## src/rtl/mem_port_arbiter.sv

```systemverilog
// Round-robin arbiter sharing one memory port between instruction fetch and load/store.
// Latches the winning request, runs the memory req/ack handshake with a timeout, returns the response.
module mem_port_arbiter #(
    parameter int ADDR_WIDTH = 32,
    parameter int DATA_WIDTH = 32,
    parameter int TIMEOUT    = 255
) (
    input  logic                    clk,
    input  logic                    reset,

    input  logic                    i_req,
    input  logic [ADDR_WIDTH-1:0]   i_addr,
    output logic                    i_ack,
    output logic [DATA_WIDTH-1:0]   i_rdata,

    input  logic                    d_req,
    input  logic                    d_we,
    input  logic [ADDR_WIDTH-1:0]   d_addr,
    input  logic [DATA_WIDTH-1:0]   d_wdata,
    input  logic [DATA_WIDTH/8-1:0] d_wstrb,
    output logic                    d_ack,
    output logic [DATA_WIDTH-1:0]   d_rdata,

    output logic                    err,

    output logic                    mem_req,
    output logic                    mem_we,
    output logic [ADDR_WIDTH-1:0]   mem_addr,
    output logic [DATA_WIDTH-1:0]   mem_wdata,
    output logic [DATA_WIDTH/8-1:0] mem_wstrb,
    input  logic                    mem_ack,
    input  logic [DATA_WIDTH-1:0]   mem_rdata,

    output logic                    sel,
    output logic                    busy
);

    localparam int CNT_WIDTH = $clog2(TIMEOUT + 1);
    localparam logic [CNT_WIDTH-1:0] CNT_LAST = CNT_WIDTH'(TIMEOUT - 1);

    localparam logic [1:0] IDLE  = 2'd0;
    localparam logic [1:0] GRANT = 2'd1;
    localparam logic [1:0] RESP  = 2'd2;

    logic [1:0]           state;
    logic                 last;      // 0 = fetch granted last, 1 = data granted last
    logic [CNT_WIDTH-1:0] wait_cnt;
    logic                 win_d;

    // Data wins when alone, or under contention when fetch was served last.
    assign win_d = d_req & (~i_req | ~last);

    // NOTE: every register here is sequential state, so it is assigned only with <=
    // inside the clocked block; the async reset branch clears all of it.
    always_ff @(posedge clk or posedge reset) begin
        if (reset) begin
            state     <= IDLE;
            last      <= 1'b0;
            wait_cnt  <= '0;
            sel       <= 1'b0;
            busy      <= 1'b0;
            mem_req   <= 1'b0;
            mem_we    <= 1'b0;
            mem_addr  <= '0;
            mem_wdata <= '0;
            mem_wstrb <= '0;
            i_ack     <= 1'b0;
            d_ack     <= 1'b0;
            err       <= 1'b0;
            i_rdata   <= '0;
            d_rdata   <= '0;
        end else begin
            i_ack <= 1'b0;
            d_ack <= 1'b0;
            err   <= 1'b0;
            case (state)
                IDLE: begin
                    if (i_req || d_req) begin
                        state    <= GRANT;
                        busy     <= 1'b1;
                        mem_req  <= 1'b1;
                        sel      <= win_d;
                        last     <= win_d;
                        wait_cnt <= '0;
                        if (win_d) begin
                            mem_we    <= d_we;
                            mem_addr  <= d_addr;
                            mem_wdata <= d_wdata;
                            mem_wstrb <= d_wstrb;
                        end else begin
                            // Fetches are always reads; write data is left as it was.
                            mem_we    <= 1'b0;
                            mem_addr  <= i_addr;
                            mem_wstrb <= '0;
                        end
                    end
                end
                GRANT: begin
                    if (mem_ack) begin
                        state   <= RESP;
                        mem_req <= 1'b0;
                        if (sel) begin
                            d_ack   <= 1'b1;
                            d_rdata <= mem_rdata;
                        end else begin
                            i_ack   <= 1'b1;
                            i_rdata <= mem_rdata;
                        end
                    end else if (wait_cnt == CNT_LAST) begin
                        state   <= RESP;
                        mem_req <= 1'b0;
                        err     <= 1'b1;
                        if (sel) begin
                            d_ack   <= 1'b1;
                            d_rdata <= '0;
                        end else begin
                            i_ack   <= 1'b1;
                            i_rdata <= '0;
                        end
                    end else begin
                        wait_cnt <= wait_cnt + CNT_WIDTH'(1);
                    end
                end
                RESP: begin
                    state <= IDLE;
                    busy  <= 1'b0;
                end
                default: begin
                    state   <= IDLE;
                    busy    <= 1'b0;
                    mem_req <= 1'b0;
                end
            endcase
        end
    end

endmodule

```

## config.mk

```make
export PLATFORM = sky130hd
export DESIGN_NAME = mem_port_arbiter
export DESIGN_NICKNAME = d
export VERILOG_FILES = /design/src/rtl/mem_port_arbiter.sv
export SDC_FILE = /design/constraint.sdc
export NUM_CORES = 1
export LEC_CHECK = 0
export CAP_MARGIN = 40
export CORE_UTILIZATION = 46
export CTS_BUF_LIST = sky130_fd_sc_hd__clkbuf_8
export DETAILED_ROUTE_END_ITERATION = 10
export PLACE_DENSITY = 0.88
export SLEW_MARGIN = 20
export SYNTH_ARGS = -nofsm -noshare
export SYNTH_HDL_FRONTEND = slang
export SYNTH_SLANG_ARGS = --single-unit
```

## constraint.sdc

```tcl
create_clock -name clk -period 13.2 [get_ports clk]
set_input_delay 2.64 -clock clk [delete_from_list [all_inputs] [get_ports clk]]
set_output_delay 2.64 -clock clk [all_outputs]
set_load 0.05 [all_outputs]
```

==> results.toml, run 1 <==
[placement]
placed_area_um2 = 9010
gp_congestion = 0.757
dpl.hpwl_mm = 12.0
numPortBuffers = 276

[worst_hold_path]
min_path_cells = 2
min_from = "mem_wdata[4]"
hold_path.class = "reg2reg"
holdPathEnd = "mem_wdata[4]"

[finish]
layout_common_cells = "clkdlybuf4s50_1 (276), dfrtp_1 (149), nand2_1 (139)"
insertedDiodeCount = 0
area_growth_pct = 54.3
fillCellCount = 888
final_common_cell = "clkdlybuf4s50_1"
post-route-cell-area_um2 = 9360
drive_gt1_frac = 0.0674
layout.nets = 929

[clocking]
clock-sinks = 149
htree_levels = 4
cts_max_path_buffers = 2
clkTransAtPathRegs_ns = 0.08
cts_root_buffer = "clkbuf_8"
cts_resized = 0
numCtsBuffers = 17
clk_latency_ns = 0.44
cts_tree = "yes"
postCtsHoldBufs = 0
postCtsSetupRepairBufs = 0

[routing]
routedWlPerCell_um = 16.9
vias_per_cell = 5.29
drt-pass1-iter-count = 5
drc = 0
drtIter0Drc = 316
vias = 5151
wl_mm = 16.4
ant_nets = 0

[sta]
finalCritPeriodShare = 0.355
hold_viol_final = 0
rsz0062_at_grt = "false"
fin_skew_ns = 0.00821
tightest_slew_ns = 0.696
finalSetupViolations = 0
max_freq_mhz = 213
finalSetupTns_ns = 0
relSlewSlack = 0.536
slew_viol_final = 0
fin_crit_ns = 4.69

[critical_path]
r2r-start = "wait_cnt[0]"
cp_cell_sequence = "buf_4 -> clkdlybuf4s50_1"
cp_top_family = "buffers and inverters"
critPathMaxFanout = 36
crit_path_max_incr_delay_ns = 0.89
ff2ff_path_depth = 7
start_kind = "register"
slowest_stage = "clkdlybuf4s50_1"
worstSetupEndpointType = "output pin"
path_buf_inv = 2
critPathKind = "reg2out"
arrival_ns = 2.05
crit_required_ns = 10.56
r2r_end = "d_rdata[15]"
rrSetupSlack_ns = 11.22

[die]
start_util = 0.477
rows = 41
dieArea_um2 = 13700
die_h_um = 117
pin_count = 277
core_um2 = 12700
die_width_um = 117

[pwr]
p_int_w = 0.00135
p_clk_frac = 0.118
power_w = 0.00267
power_switching_w = 0.00133
seq_power_share = 0.291
cellLeakagePower_nw = 4.13
power.density_nw_per_um2 = 286
comb_power_share = 0.590
ir_drop_uv = 148
power.share.switching = 0.496

[grt]
grt_pass1_vias = 5198
grt_max_degree = 64
grt_pass1_wl_mm = 25.7
grt.overflow.total = 0
antenna_found_initial = 0
grt_use_total = 0.249

[synthesis]
synthArstFlopShare = 1.00
seq_area_frac_synth = 0.614
synth.avg_cell_area_um2 = 11.6
yosysWarnings = 0
synthesis.area_um2 = 6070
yosys.cell_types.count = 38
syn_inst = 523
ys.flop_type = "dfrtp_1"
synth-seq-cells = 149
synth_edf_count = 0
synth_nets = 663

[job]
drv_cap = 0

[status]
status = "complete, no violations"
==> how the worst max path moves through the flow <==
stage	from	endpoint	slack (ns)	depth (start not counted)
after global placement	d_req	mem_wstrb[2]	8.55	4
after CTS	last	sel	8.48	2
after detailed placement	mem_ack	d_rdata[22]	8.83	5
after global routing	last	sel	8.43	2
final	last	sel	8.51	2
after floorplan	reset	busy	6.55	1
==> layout make-up <==
class,instances,area (um^2),area share
Inverter,7,31.3,0.00334
Multi-Input combinational cell,328,2110,0.225
Clock buffer,19,262,0.0279
Sequential cell,149,3730,0.398
Clock inverter,12,88.8,0.00949
Tap cell,172,215,0.0230
Timing Repair Buffer,286,2930,0.313
==> per-layer routing <==
metal / part of all wire / vias up / GRT usage
li1: - / 2397 / -
met1: 0.38 / 2487 / 0.286
met2: 0.50 / 230 / 0.419
met3: 0.092 / 37 / 0.0906
met4: 0.028 / 0 / 0.111
met5: 0 / - / 0
==> metrics by stage <==
step	setup WS, ns	std cells	hold WS, ns	utilization
floorplan	6.55	523	0.458	-
global placement	8.55	936	0.458	0.697
detailed placement	8.83	942	0.461	0.708
CTS	8.48	973	0.481	0.736
global route	8.43	973	0.499	0.736
finish	8.51	973	0.477	0.736
==> power by group through the flow <==
stage	logic (W)	registers, W	clock network [W]
floorplan	0.000349	0.00146	0
global placement	0.00153	0.000775	0
finish	0.00158	0.000779	0.000317
detailed placement	0.00158	0.000784	0
global route	0.00166	0.000802	0.000345
CTS	0.00159	0.000779	0.000323
==> flip-flops by register name, indices dropped and copies added, names as in the netlist <==
register / flops
mem_wdata: 32
err: 1
d_rdata: 32
busy: 1
d_ack: 1
wait_cnt: 8
i_ack: 1
mem_req: 1
state: 2
last: 1
i_rdata: 32
mem_we: 1
mem_addr: 32
mem_wstrb: 4
==> worst min-delay path: stages (launching register included) <==
cell and delay (ns):
dfrtp_1 0.35, nand2_1 0.05, nand2_1 0.05
==> synthesized netlist by cell type (2+ instances only) <==
cell,instances,area (um^2)
dfrtp_1,149,3730
nand2_1,140,526
a32o_1,46,460
o21ai_0,40,200
mux2i_1,32,320
o2bb2ai_1,18,158
clkbuf_1,14,52.6
buf_2,11,55.1
buf_4,9,67.6
inv_1,6,22.5
o31ai_1,6,45.0
a22o_1,5,43.8
a31oi_1,4,25.0
buf_6,4,45.0
nand3_1,4,20.0
nor2_1,4,15.0
a21oi_1,3,15.0
and2_1,3,18.8
nand2b_1,3,18.8
and3_1,2,12.5
ha_1,2,25.0
o211ai_4,2,42.5
==> cell families after synthesis <==
kind of cell,count (synthesis),share of synthesized area
buf+inv,46,0.0412
fa+ha+maj,2,0.00412
compound gates,129,0.170
flops,149,0.614
mux,32,0.0528
simple gates,165,0.118
No activity file was read; power rests on OpenSTA's default activity.
==> inputs of run 2 (changes only) <==
--- a/config.mk
+++ b/config.mk
@@ -6,10 +6,10 @@
 export NUM_CORES = 1
 export LEC_CHECK = 0
 export CAP_MARGIN = 40
-export CORE_UTILIZATION = 46
+export CORE_UTILIZATION = 43
 export CTS_BUF_LIST = sky130_fd_sc_hd__clkbuf_8
 export DETAILED_ROUTE_END_ITERATION = 10
-export PLACE_DENSITY = 0.88
+export PLACE_DENSITY = 0.83
 export SLEW_MARGIN = 20
 export SYNTH_ARGS = -nofsm -noshare
 export SYNTH_HDL_FRONTEND = slang
==> constraint.sdc (replaced) <==
create_clock -name clk -period 4.4 [get_ports clk]
set_input_delay 0.88 -clock clk [delete_from_list [all_inputs] [get_ports clk]]
set_output_delay 0.88 -clock clk [all_outputs]
set_load 0.05 [all_outputs]
==> results.toml, run 2 (synthesis gave the netlist of run 1 again) <==
[grt]
grt_pass1_wl_mm = 25.8
grt.overflow.total = 0
grt_pass1_vias = 5237
grt_max_degree = 81
antenna_found_initial = 0
grt_use_total = 0.230

[sta]
fin_skew_ns = 0.00990
relSlewSlack = 0.588
finalSetupViolations = 0
fin_crit_ns = 2.57
max_freq_mhz = 390
finalCritPeriodShare = 0.583
finalSetupTns_ns = 0
slew_viol_final = 0
hold_viol_final = 0
hold_ws_ns = 0.479
tightest_slew_ns = 0.617
rsz0062_at_grt = "false"

[critical_path]
crit_end = "sel"
crit_cells = 1
startpoint = "last"
slowest_stage = "clkdlybuf4s50_1"
arrival_ns = 1.69
ff2ff_path_depth = 6
crit_required_ns = 3.52
critPathKind = "reg2out"
r2r_end = "mem_we"
worstSetupEndpointType = "output pin"
cp_top_family = "buffers and inverters"
start_kind = "register"
rrSetupSlack_ns = 2.20
cp_cell_sequence = "clkdlybuf4s50_1"
critPathMaxFanout = 2
path_buf_inv = 1
r2r-start = "last"
crit_path_max_incr_delay_ns = 0.83

[placement]
placed_area_um2 = 9050
dpl.hpwl_mm = 12.0
numPortBuffers = 276
gp_congestion = 0.783

[routing]
vias_per_cell = 5.34
drtIter0Drc = 304
ant_nets = 0
drc = 0
drt-pass1-iter-count = 5
routedWlPerCell_um = 16.7
wl_mm = 16.4
vias = 5259

[finish]
area_growth_pct = 56.3
layout.nets = 931
drive_gt1_frac = 0.0721
layout_common_cells = "clkdlybuf4s50_1 (276), dfrtp_1 (149), nand2_1 (139)"
final_common_cell = "clkdlybuf4s50_1"
fillCellCount = 974
post-route-cell-area_um2 = 9490
insertedDiodeCount = 0

[clocking]
cts_root_buffer = "clkbuf_8"
clkTransAtPathRegs_ns = 0.09
postCtsHoldBufs = 0
clock-sinks = 149
cts_tree = "yes"
clk_latency_ns = 0.44
htree_levels = 4
numCtsBuffers = 17
cts_max_path_buffers = 2
postCtsSetupRepairBufs = 0
cts_resized = 0

[die]
die_width_um = 121
core_um2 = 13800
pin_count = 277
start_util = 0.439
die_h_um = 121
dieArea_um2 = 14600
rows = 43

[pwr]
cellLeakagePower_nw = 4.17
ir_drop_uv = 485
power.density_nw_per_um2 = 865

[job]
drv_cap = 0

[status]
status = "complete, no violations"

[worst_hold_path]
hold_path.class = "reg2reg"
min_path_cells = 2
-- run 2: power breakdown --
part | internal (W) | total [W] | switching (W)
logic | 0.00160 | 0.00475 | 0.00314
registers | 0.00198 | 0.00234 | 0.000361
clock network | 0.000600 | 0.00112 | 0.000522
total | 0.00418 | 0.00821 | 0.00403
-- run 2: per-layer routing --
| layer | vias to the layer above | share of wire | GRT usage |
|---|---|---|---|
| met5 | - | 0 | 0 |
| met4 | 0 | 0.025 | 0.109 |
| met3 | 29 | 0.078 | 0.0637 |
| met2 | 259 | 0.52 | 0.399 |
| met1 | 2565 | 0.38 | 0.262 |
| li1 | 2406 | - | - |
-- run 2: worst min-delay path by stage --
stage / startpoint / end
2_1_floorplan: wait_cnt[7] / wait_cnt[7]
3_3_place_gp: mem_wdata[11] / mem_wdata[11]
3_5_place_dp: mem_wdata[10] / mem_wdata[10]
4_1_cts: mem_wdata[6] / mem_wdata[6]
5_1_grt: d_rdata[21] / d_rdata[21]
6_report: mem_wdata[22] / mem_wdata[22]
-- run 2: final cells by class --
class                           instances  area, um^2  area share
Sequential cell                       149        3730       0.393
Timing Repair Buffer                  288        2970       0.313
Multi-Input combinational cell        328        2100       0.222
Clock buffer                           19         262      0.0276
Tap cell                              180         225      0.0237
Clock inverter                         13         170      0.0179
Inverter                                7        30.0     0.00317
-- run 2: through the flow --
step / total power (W) / util / instances / setup WS (ns)
2_1_floorplan: 0.00542 / - / 523 / 1.65
3_3_place_gp: 0.00693 / 0.644 / 946 / 1.58
3_5_place_dp: 0.00712 / 0.655 / 952 / 1.55
4_1_cts: 0.00827 / 0.686 / 984 / 1.79
5_1_grt: 0.00859 / 0.686 / 984 / 1.77
6_report: 0.00821 / 0.686 / 984 / 1.83
